`config.mk`:
```
export PLATFORM = sky130hd
export DESIGN_NAME = dither_output_packer
export DESIGN_NICKNAME = d
export VERILOG_FILES = /design/src/rtl/dither_output_packer.sv
export SDC_FILE = /design/constraint.sdc
export NUM_CORES = 1
export LEC_CHECK = 0
export CORE_MARGIN = 4
export CORE_UTILIZATION = 60
export CTS_CLUSTER_SIZE = 10
export DETAILED_ROUTE_END_ITERATION = 8
export DONT_BUFFER_PORTS = 1
export PLACE_DENSITY = 0.76
export RECOVER_POWER = 25
export SYNTH_ARGS = -nofsm -noshare
export SYNTH_HDL_FRONTEND = slang
export SYNTH_SLANG_ARGS = --single-unit
```
`constraint.sdc`:
```
create_clock -name clk -period 12 [get_ports clk]
set_input_delay 2.4 -clock clk [delete_from_list [all_inputs] [get_ports clk]]
set_output_delay 2.4 -clock clk [all_outputs]
set_load 0.005 [all_outputs]
```
`src/rtl/dither_output_packer.sv`:
```
// Packs quantised pixel groups from the ditherer into words, tags frame/line boundaries,
// and queues them in a small FIFO for the framebuffer writer.
`timescale 1ns/1ps
module dither_output_packer #(
  parameter int unsigned OUTPUT_BITS = 4,
  parameter int unsigned PIXEL_RATE  = 4,
  parameter int unsigned WORD_BITS   = 32,
  parameter int unsigned FIFO_ABITS  = 4
) (
  input  logic                              clk,
  input  logic                              rst_n,
  input  logic [OUTPUT_BITS*PIXEL_RATE-1:0] pix_in,
  input  logic                              pix_valid,
  input  logic                              hsync,
  input  logic                              vsync,
  output logic [WORD_BITS-1:0]              word_out,
  output logic                              word_valid,
  input  logic                              word_ready,
  output logic                              word_first,
  output logic                              word_last,
  output logic                              overflow,
  input  logic                              clear_overflow
);

  localparam int unsigned GW    = OUTPUT_BITS * PIXEL_RATE;
  localparam int unsigned G     = WORD_BITS / GW;
  localparam int unsigned CntW  = (G > 1) ? $clog2(G) : 1;
  localparam int unsigned Depth = 1 << FIFO_ABITS;

  localparam logic [CntW-1:0]       CntLast = CntW'(G - 1);
  localparam logic [CntW-1:0]       CntOne  = CntW'(1);
  localparam logic [FIFO_ABITS-1:0] PtrOne  = FIFO_ABITS'(1);
  localparam logic [FIFO_ABITS:0]   CntFull = (FIFO_ABITS + 1)'(Depth);
  localparam logic [FIFO_ABITS:0]   FcOne   = (FIFO_ABITS + 1)'(1);

  typedef enum logic [0:0] {StActive, StFlush} state_e;

  state_e               state_q, state_d;
  logic [WORD_BITS-1:0] acc_q, acc_d;
  logic [CntW-1:0]      cnt_q, cnt_d;
  logic [WORD_BITS-1:0] hold_q, hold_d;
  logic                 hold_valid_q, hold_valid_d;
  logic                 hold_first_q, hold_first_d;
  logic                 first_flag_q, first_flag_d;

  logic                 push;
  logic                 push_last;
  logic [WORD_BITS-1:0] word_new;

  // Packer: at most one FIFO push per cycle given the input timing rules.
  always_comb begin
    acc_d        = acc_q;
    cnt_d        = cnt_q;
    hold_d       = hold_q;
    hold_valid_d = hold_valid_q;
    hold_first_d = hold_first_q;
    first_flag_d = first_flag_q;
    state_d      = state_q;
    push         = 1'b0;
    push_last    = 1'b0;
    word_new     = acc_q;

    if (vsync) begin
      acc_d        = '0;
      cnt_d        = '0;
      hold_valid_d = 1'b0;
      first_flag_d = 1'b1;
      state_d      = StActive;
    end else if (state_q == StFlush) begin
      push         = hold_valid_q;
      push_last    = 1'b1;
      hold_valid_d = 1'b0;
      acc_d        = '0;
      cnt_d        = '0;
      state_d      = StActive;
    end else if (hsync) begin
      push         = hold_valid_q;
      push_last    = (cnt_q == '0);
      hold_valid_d = 1'b0;
      if (cnt_q != '0) begin
        // Upper groups of the accumulator are already zero, giving the padding.
        hold_d       = acc_q;
        hold_first_d = first_flag_q;
        hold_valid_d = 1'b1;
        first_flag_d = 1'b0;
        acc_d        = '0;
        cnt_d        = '0;
        state_d      = StFlush;
      end
    end else if (pix_valid) begin
      word_new                = acc_q;
      word_new[cnt_q*GW +: GW] = pix_in;
      if (cnt_q == CntLast) begin
        push         = hold_valid_q;
        push_last    = 1'b0;
        hold_d       = word_new;
        hold_first_d = first_flag_q;
        hold_valid_d = 1'b1;
        first_flag_d = 1'b0;
        acc_d        = '0;
        cnt_d        = '0;
      end else begin
        acc_d = word_new;
        cnt_d = cnt_q + CntOne;
      end
    end
  end

  always_ff @(posedge clk or negedge rst_n) begin
    if (!rst_n) begin
      state_q      <= StActive;
      acc_q        <= '0;
      cnt_q        <= '0;
      hold_q       <= '0;
      hold_valid_q <= 1'b0;
      hold_first_q <= 1'b0;
      first_flag_q <= 1'b1;
    end else begin
      state_q      <= state_d;
      acc_q        <= acc_d;
      cnt_q        <= cnt_d;
      hold_q       <= hold_d;
      hold_valid_q <= hold_valid_d;
      hold_first_q <= hold_first_d;
      first_flag_q <= first_flag_d;
    end
  end

  // FIFO entries carry {first, last, word}.
  logic [WORD_BITS+1:0]  mem_q [Depth];
  logic [FIFO_ABITS-1:0] wr_ptr_q, wr_ptr_d;
  logic [FIFO_ABITS-1:0] rd_ptr_q, rd_ptr_d;
  logic [FIFO_ABITS:0]   fcount_q, fcount_d;
  logic                  overflow_q, overflow_d;
  logic                  fifo_full;
  logic                  pop;
  logic                  wr_en;
  logic                  drop;
  logic [WORD_BITS+1:0]  head;

  always_comb begin
    fifo_full  = (fcount_q == CntFull);
    word_valid = (fcount_q != '0);
    pop        = word_valid && word_ready;
    wr_en      = push && (!fifo_full || pop);
    drop       = push && fifo_full && !pop;

    wr_ptr_d = wr_en ? wr_ptr_q + PtrOne : wr_ptr_q;
    rd_ptr_d = pop ? rd_ptr_q + PtrOne : rd_ptr_q;
    fcount_d = fcount_q;
    if (wr_en && !pop) begin
      fcount_d = fcount_q + FcOne;
    end else if (!wr_en && pop) begin
      fcount_d = fcount_q - FcOne;
    end

    // A drop in the same cycle as a clear wins.
    overflow_d = overflow_q;
    if (clear_overflow) begin
      overflow_d = 1'b0;
    end
    if (drop) begin
      overflow_d = 1'b1;
    end

    head       = mem_q[rd_ptr_q];
    word_out   = word_valid ? head[WORD_BITS-1:0] : '0;
    word_first = word_valid && head[WORD_BITS+1];
    word_last  = word_valid && head[WORD_BITS];
    overflow   = overflow_q;
  end

  always_ff @(posedge clk) begin
    if (wr_en) begin
      mem_q[wr_ptr_q] <= {hold_first_q && !push_last ? hold_first_q : hold_first_q,
                          push_last, hold_q};
    end
  end

  always_ff @(posedge clk or negedge rst_n) begin
    if (!rst_n) begin
      wr_ptr_q   <= '0;
      rd_ptr_q   <= '0;
      fcount_q   <= '0;
      overflow_q <= 1'b0;
    end else begin
      wr_ptr_q   <= wr_ptr_d;
      rd_ptr_q   <= rd_ptr_d;
      fcount_q   <= fcount_d;
      overflow_q <= overflow_d;
    end
  end

endmodule

```
==> impl_metrics.py, run 1 <==
metrics = {
    "clocking": {
        "htreeDepth": 3,
        "post-cts-setup-buffers": 0,
        "clkLatencyLatePin_ns": 0.58,
        "clk_pin_slew_ns": 0.06,
        "clockBufferDepth": 3,
        "clock-sinks": 627,
        "hold_buffers": 0,
        "cts_root_buffer": "clkbuf_16",
        "ctsResizeCount": 0,
        "cts_tree": "yes",
        "numCtsBuffers": 72,
    },
    "placement": {
        "place_congestion": 0.782,
        "io_buffers": 0,
        "postPlaceCellArea_mm2": 0.0249,
        "dp_hpwl_um": 27000,
    },
    "cells_and_area": {
        "n_antenna_cell": 0,
        "layout.nets": 1227,
        "drive_above_1_share_pct": 24.7,
        "nFillCells": 2402,
        "area_growth_pct": 11.0,
        "fin_area_mm2": 0.0270,
    },
    "yosys": {
        "synth_edf_count": 544,
        "synth-compound-area-share_pct": 3.52,
        "synthMuxAreaShare_pct": 15.0,
        "synth_flop_cell": "edfxtp_1",
        "syn_area_mm2": 0.0243,
        "syn-num-nets": 1198,
        "async_flop_share_pct": 13.2,
        "synth-seq-cells": 627,
        "synthCells": 1165,
        "synthSimpleGateAreaFrac_pct": 3.34,
        "ys_seq_area_share_pct": 75.8,
        "synth-adder-area-share_pct": 0.546,
        "synth.avg_cell_area_um2": 20.9,
        "synthDistinctLibCells": 49,
        "yosysWarnings": 0,
        "synth-xor-area-share_pct": 0.361,
        "synth_top_family_by_area": "multiplexers",
    },
    "min_path": {
        "hold_path_depth": 1,
        "hp-class": "flip-flop to flip-flop",
    },
    "drt": {
        "ant_nets": 0,
        "drt_iter0_drc": 1176,
        "first_pass_iters": 5,
        "viasPerCell": 6.58,
        "num_vias": 11600,
        "drt-total-wl_um": 51900,
        "drcViolationCount": 0,
        "wl_per_cell_um": 29.5,
    },
    "critical_path": {
        "cpPeakStageDelay_ns": 0.85,
        "crit_chain": "buf_4 > mux4_2 > mux2_2 > a221o_1",
        "crit_path_end_kind": "output pin",
        "critPathBufInv": 1,
        "required_ns": 9.60,
        "crit_family": "multiplexers",
        "slowest_stage": "buf_4",
        "crit_arrival_ns": 3.63,
        "cp_num_cells": 4,
        "cp_max_fo": 59,
        "cp-start-kind": "flip-flop",
        "timing_worst_setup_path_type": "flip-flop to output pin",
        "reg2reg_depth": 5,
    },
    "grt": {
        "grtUsageTotal_pct": 24.0,
        "grt_pass1_vias": 12100,
        "gr-total-overflow": 0,
        "grt_pass1_wl_um": 77900,
        "antenna_found_initial": 2,
        "grt_max_degree": 84,
    },
    "die": {
        "die_area_mm2": 0.0438,
        "core_area_mm2": 0.0399,
        "ios": 59,
        "std_cell_rows": 73,
        "dieWidth_um": 209,
        "initial_core_util_pct": 60.9,
        "die_h_um": 209,
    },
    "timing": {
        "fin_skew_ns": 0.0248,
        "setup_violations": 0,
        "drv_slew": 0,
        "rsz0062_at_grt": "false",
        "period_needed_ns": 6.03,
        "slew_headroom_pct": 15.6,
        "tightest_slew_ns": 1.26,
        "tns_ns": 0,
        "holdWs_ns": 0.502,
        "fmax_ghz": 0.166,
        "hold_viol": 0,
        "min_period_over_period_pct": 50.3,
    },
    "power": {
        "p_leak_nw": 9.19,
        "finalPower_mw": 5.78,
        "powerDensity_mw_per_mm2": 215,
        "ir_drop_v": 0.000263,
    },
    "run": {
        "maxCapViolCount": 0,
    },
    "status": {
        "outcome": "completed",
    },
}
worst register-to-register path, delay by kind of cell, from the launching register on:
kind	cells	cell delay [ns]
AO/OA/AOI/OAI	1	0.17
AND/OR/NAND/NOR	3	2.10
buffers and inverters	1	0.48
flip-flops	1	0.84
path summary, 6_finish.rpt:
path                            slack, ns                        to                     from
max in group asynchronous           10.27  first_flag_q$_DFFE_PN1P_                    rst_n
worst max register to register       8.04    mem_q[15][1]$_DFFE_PP_        cnt_q$_DFFE_PN0P_
min in group asynchronous            1.51   wr_ptr_q[2]$_DFFE_PN0P_                    rst_n
worst min register to register       0.50     acc_q[24]$_DFFE_PN0P_    acc_q[24]$_DFFE_PN0P_
worst max-delay path                 5.97               word_out[7]  rd_ptr_q[1]$_DFFE_PN0N_
worst min-delay path                 0.50     acc_q[24]$_DFFE_PN0P_    acc_q[24]$_DFFE_PN0P_
registers in the layout (all words and copies together) (netlist names):
signal and count:
mem_q 544, acc_q 32, hold_q 32, fcount_q 5, rd_ptr_q 4, wr_ptr_q 4, cnt_q 1, first_flag_q 1
hold_first_q 1, hold_valid_q 1, overflow 1, state_q 1
where the power goes:
group / switching, mW / leakage, nW / internal, mW
logic: 0.564 / 1.96 / 0.662
registers: 0.173 / 6.24 / 2.43
clock network: 0.800 / 0.993 / 1.16
cells by family (layout without fill, tap and decap cells):
logic type | Yosys count | after routing
flops | 627 | 627
mux | 190 | 190
simple gates | 149 | 149
buf+inv | 76 | 147
xor+xnor | 10 | 10
compound gates | 103 | 103
fa+ha+maj | 10 | 10
cells in the mapped netlist, types with 2 or more instances:
| cell | instances | share of area [%] |
|---|---|---|
| edfxtp_1 | 544 | 67 |
| inv_1 | 6 | 0.093 |
| a221o_1 | 34 | 1.4 |
| clkbuf_1 | 36 | 0.56 |
| and4_1 | 3 | 0.11 |
| buf_1 | 10 | 0.15 |
| buf_2 | 19 | 0.39 |
| mux2_2 | 37 | 1.7 |
| nor3_1 | 4 | 0.082 |
| dfrtp_1 | 82 | 8.4 |
| xor2_1 | 2 | 0.072 |
| o2111ai_1 | 16 | 0.58 |
| and2b_1 | 10 | 0.31 |
| mux2i_1 | 17 | 0.70 |
| nor2_1 | 7 | 0.11 |
| nor2b_1 | 45 | 1.2 |
| a21oi_1 | 4 | 0.082 |
| o21ai_1 | 2 | 0.041 |
| a21o_1 | 2 | 0.062 |
| ha_1 | 9 | 0.46 |
| and3_1 | 12 | 0.31 |
| o21ai_0 | 21 | 0.43 |
| a22o_1 | 16 | 0.58 |
| xnor2_1 | 8 | 0.29 |
| buf_6 | 4 | 0.19 |
| mux4_2 | 136 | 13 |
| nand2_1 | 53 | 0.82 |
| nand3_1 | 5 | 0.10 |
through the flow:
step	utilization, %	instances	setup slack [ns]
final	67.5	1761	5.97
after CTS	67.5	1761	5.91
after global routing	67.5	1761	5.77
after floorplan	-	1165	5.88
after detailed placement	62.4	1645	6.51
after global placement	62.4	1645	6.54
cell type report:
type / count / area, um^2 / area share [%]
Clock buffer: 113 / 2040 / 7.57
Clock inverter: 3 / 28.8 / 0.107
Inverter: 6 / 22.5 / 0.0835
Multi-Input combinational cell: 462 / 5600 / 20.8
Sequential cell: 627 / 18400 / 68.3
Tap cell: 525 / 657 / 2.44
Timing Repair Buffer: 25 / 188 / 0.696
per-layer routing:
layer  routed length (um)  track usage [%]  up-vias
li1                     -                -     4839
met3                 4300             5.27       81
met2                25700             38.4      502
met1                20600             34.2     6158
met5                   27                0        -
met4                 1230             7.31        4
cells in the final DEF, fill, tap and decap left out, types with 5 or more instances in the layout:
cell type	netlist	final
mux2_2	37	37
a22o_1	16	16
buf_4	1	25
mux4_2	136	136
nand2_1	53	53
and3_2	0	9
nor2b_1	45	43
clkbuf_1	36	37
dfrtp_1	82	79
inv_1	6	6
xnor2_1	8	8
ha_1	9	9
clkbuf_16	0	76
edfxtp_1	544	544
o21ai_0	21	21
a221o_1	34	34
nor2_1	7	5
and2b_1	10	10
nand3_1	5	5
o2111ai_1	16	16
mux2i_1	17	17
Note: power is estimated with default switching activity, not from simulation.
==> run 2, diff against run 1 <==
--- a/config.mk
+++ b/config.mk
@@ -6,11 +6,11 @@
 export NUM_CORES = 1
 export LEC_CHECK = 0
 export CORE_MARGIN = 4
-export CORE_UTILIZATION = 60
+export CORE_UTILIZATION = 57
 export CTS_CLUSTER_SIZE = 10
 export DETAILED_ROUTE_END_ITERATION = 8
 export DONT_BUFFER_PORTS = 1
-export PLACE_DENSITY = 0.76
+export PLACE_DENSITY = 0.75
 export RECOVER_POWER = 25
 export SYNTH_ARGS = -nofsm -noshare
 export SYNTH_HDL_FRONTEND = slang
==> constraint.sdc (replaced) <==
create_clock -name clk -period 5.45 [get_ports clk]
set_input_delay 1.09 -clock clk [delete_from_list [all_inputs] [get_ports clk]]
set_output_delay 1.09 -clock clk [all_outputs]
set_load 0.005 [all_outputs]
==> impl_metrics.py, run 2 (synthesized netlist as in run 1, its figures left out) <==
metrics = {
    "status": {
        "outcome": "completed",
    },
    "grt": {
        "grtUsageTotal_pct": 23.3,
        "gr-total-overflow": 0,
        "antenna_found_initial": 0,
        "grt_pass1_wl_um": 79000,
        "grt_pass1_vias": 12000,
        "grt_max_degree": 84,
    },
    "drt": {
        "drt-total-wl_um": 52700,
        "ant_nets": 0,
        "first_pass_iters": 5,
        "drcViolationCount": 0,
        "viasPerCell": 6.56,
        "drt_iter0_drc": 1207,
        "num_vias": 11600,
        "wl_per_cell_um": 29.8,
    },
    "clocking": {
        "hold_buffers": 0,
        "post-cts-setup-buffers": 0,
        "clockBufferDepth": 3,
        "clk_pin_slew_ns": 0.05,
        "htreeDepth": 3,
        "clock-sinks": 627,
        "cts_tree": "yes",
        "cts_root_buffer": "clkbuf_16",
        "clkLatencyLatePin_ns": 0.58,
        "ctsResizeCount": 0,
        "numCtsBuffers": 72,
    },
    "timing": {
        "fmax_ghz": 0.228,
        "fin_ws_ns": 1.06,
        "setup_violations": 0,
        "tns_ns": 0,
        "drv_slew": 0,
        "rsz0062_at_grt": "false",
        "min_period_over_period_pct": 80.5,
        "fin_skew_ns": 0.0169,
        "slew_headroom_pct": 17.2,
        "holdWs_ns": 0.197,
        "hold_viol": 0,
        "tightest_slew_ns": 1.24,
        "period_needed_ns": 4.39,
    },
    "die": {
        "die_h_um": 214,
        "core_area_mm2": 0.0420,
        "initial_core_util_pct": 57.8,
        "ios": 59,
        "std_cell_rows": 75,
        "die_area_mm2": 0.0460,
        "dieWidth_um": 214,
    },
    "placement": {
        "place_congestion": 0.774,
        "dp_slack_ns": 1.51,
        "dp_hpwl_um": 27400,
        "io_buffers": 0,
        "postPlaceCellArea_mm2": 0.0249,
        "dp.cells": 1657,
    },
    "cells_and_area": {
        "area_growth_pct": 11.1,
        "final_cell_mix": "544 x edfxtp_1, 136 x mux4_2, 79 x dfrtp_1",
        "fin_area_mm2": 0.0270,
        "top_regs": "mem_q: 544 flops, acc_q: 32 flops, hold_q: 32 flops",
        "top_register": "mem_q",
        "n_antenna_cell": 0,
        "largest_register_ffs": 544,
        "fin_cells": 1770,
        "layout.nets": 1225,
        "layout_commonest_cell": "edfxtp_1",
        "drive_above_1_share_pct": 24.6,
    },
    "power": {
        "p_leak_nw": 9.19,
        "p_switching_mw": 3.44,
        "p_seq_share_pct": 45.0,
        "ir_drop_v": 0.000288,
        "switching_share_pct": 26.8,
        "p_clk_share_pct": 33.4,
        "p_int_mw": 9.39,
        "power_frac_comb_pct": 21.6,
        "powerDensity_mw_per_mm2": 475,
    },
    "critical_path": {
        "timing_worst_setup_path_type": "flip-flop to output pin",
        "reg2reg_depth": 5,
        "cp_max_fo": 24,
        "crit_path_end_kind": "output pin",
        "cp-start-kind": "flip-flop",
        "crit_arrival_ns": 3.30,
        "r2r_start": "cnt_q$_DFFE_PN0P_",
        "required_ns": 4.36,
        "reg2reg_to": "mem_q[11][30]$_DFFE_PP_",
        "rrSetupSlack_ns": 1.61,
    },
    "min_path": {
        "hp-class": "input pin to async pin",
    },
    "run": {
        "maxCapViolCount": 0,
    },
}
## run 2: cell count changes in the layout (fill, tap and decap cells not counted)
cell	previous run	this run
buf_12	0	4
clkbuf_1	37	35
clkinv_1	1	0
buf_4	25	19
## run 2: final cells by class
cell class	count	area [um^2]
well taps	539	674
clock inverters	2	25.0
flip-flops and latches	627	18400
fillers	2732	15000
repair buffers	23	223
multi-input cells	462	5600
clock buffers	111	2030
inverters	6	22.5
## run 2: worst max-delay path, cell delays in order (launching register included)
cell and delay (ns):
dfrtp_1 0.41, or4_4 0.59, o211ai_4 0.78, buf_4 0.38
and2b_1 0.21, a221o_1 0.30
## run 2: through the flow
stage	total power, mW	utilization, %
after detailed placement	8.64	59.3
after global routing	13.3	64.2
final	12.8	64.2
after floorplan	7.88	-
after CTS	12.9	64.2
after global placement	8.61	59.3
## run 2: per-layer routing
metal  global-route usage [%]  share of wire [%]
met2                     37.0                 49
met3                     5.48                8.4
met5                        0                  0
met4                     7.76                2.7
met1                     32.7                 40
## run 2: power groups by stage
stage,Combinational [mW],Sequential [mW],Clock [mW]
detailed placement,2.78,5.87,0
floorplan,2.35,5.52,0
global route,2.96,5.81,4.57
finish,2.77,5.77,4.28
global placement,2.76,5.85,0
CTS,2.82,5.77,4.34
## run 2: how the worst max path moves through the flow
stage / cells after the start / endpoint / slack [ns] / start
3_5_place_dp: 5 / mem_q[11][15]$_DFFE_PP_ / 1.51 / pix_valid
5_1_grt: 5 / word_out[0] / 0.97 / fcount_q[1]$_DFFE_PN0P_
6_report: 5 / word_out[0] / 1.06 / fcount_q[1]$_DFFE_PN0P_
3_3_place_gp: 5 / mem_q[11][15]$_DFFE_PP_ / 1.60 / pix_valid
2_1_floorplan: 5 / mem_q[3][0]$_DFFE_PP_ / 0.64 / pix_valid
4_1_cts: 5 / word_out[0] / 1.09 / fcount_q[1]$_DFFE_PN0P_
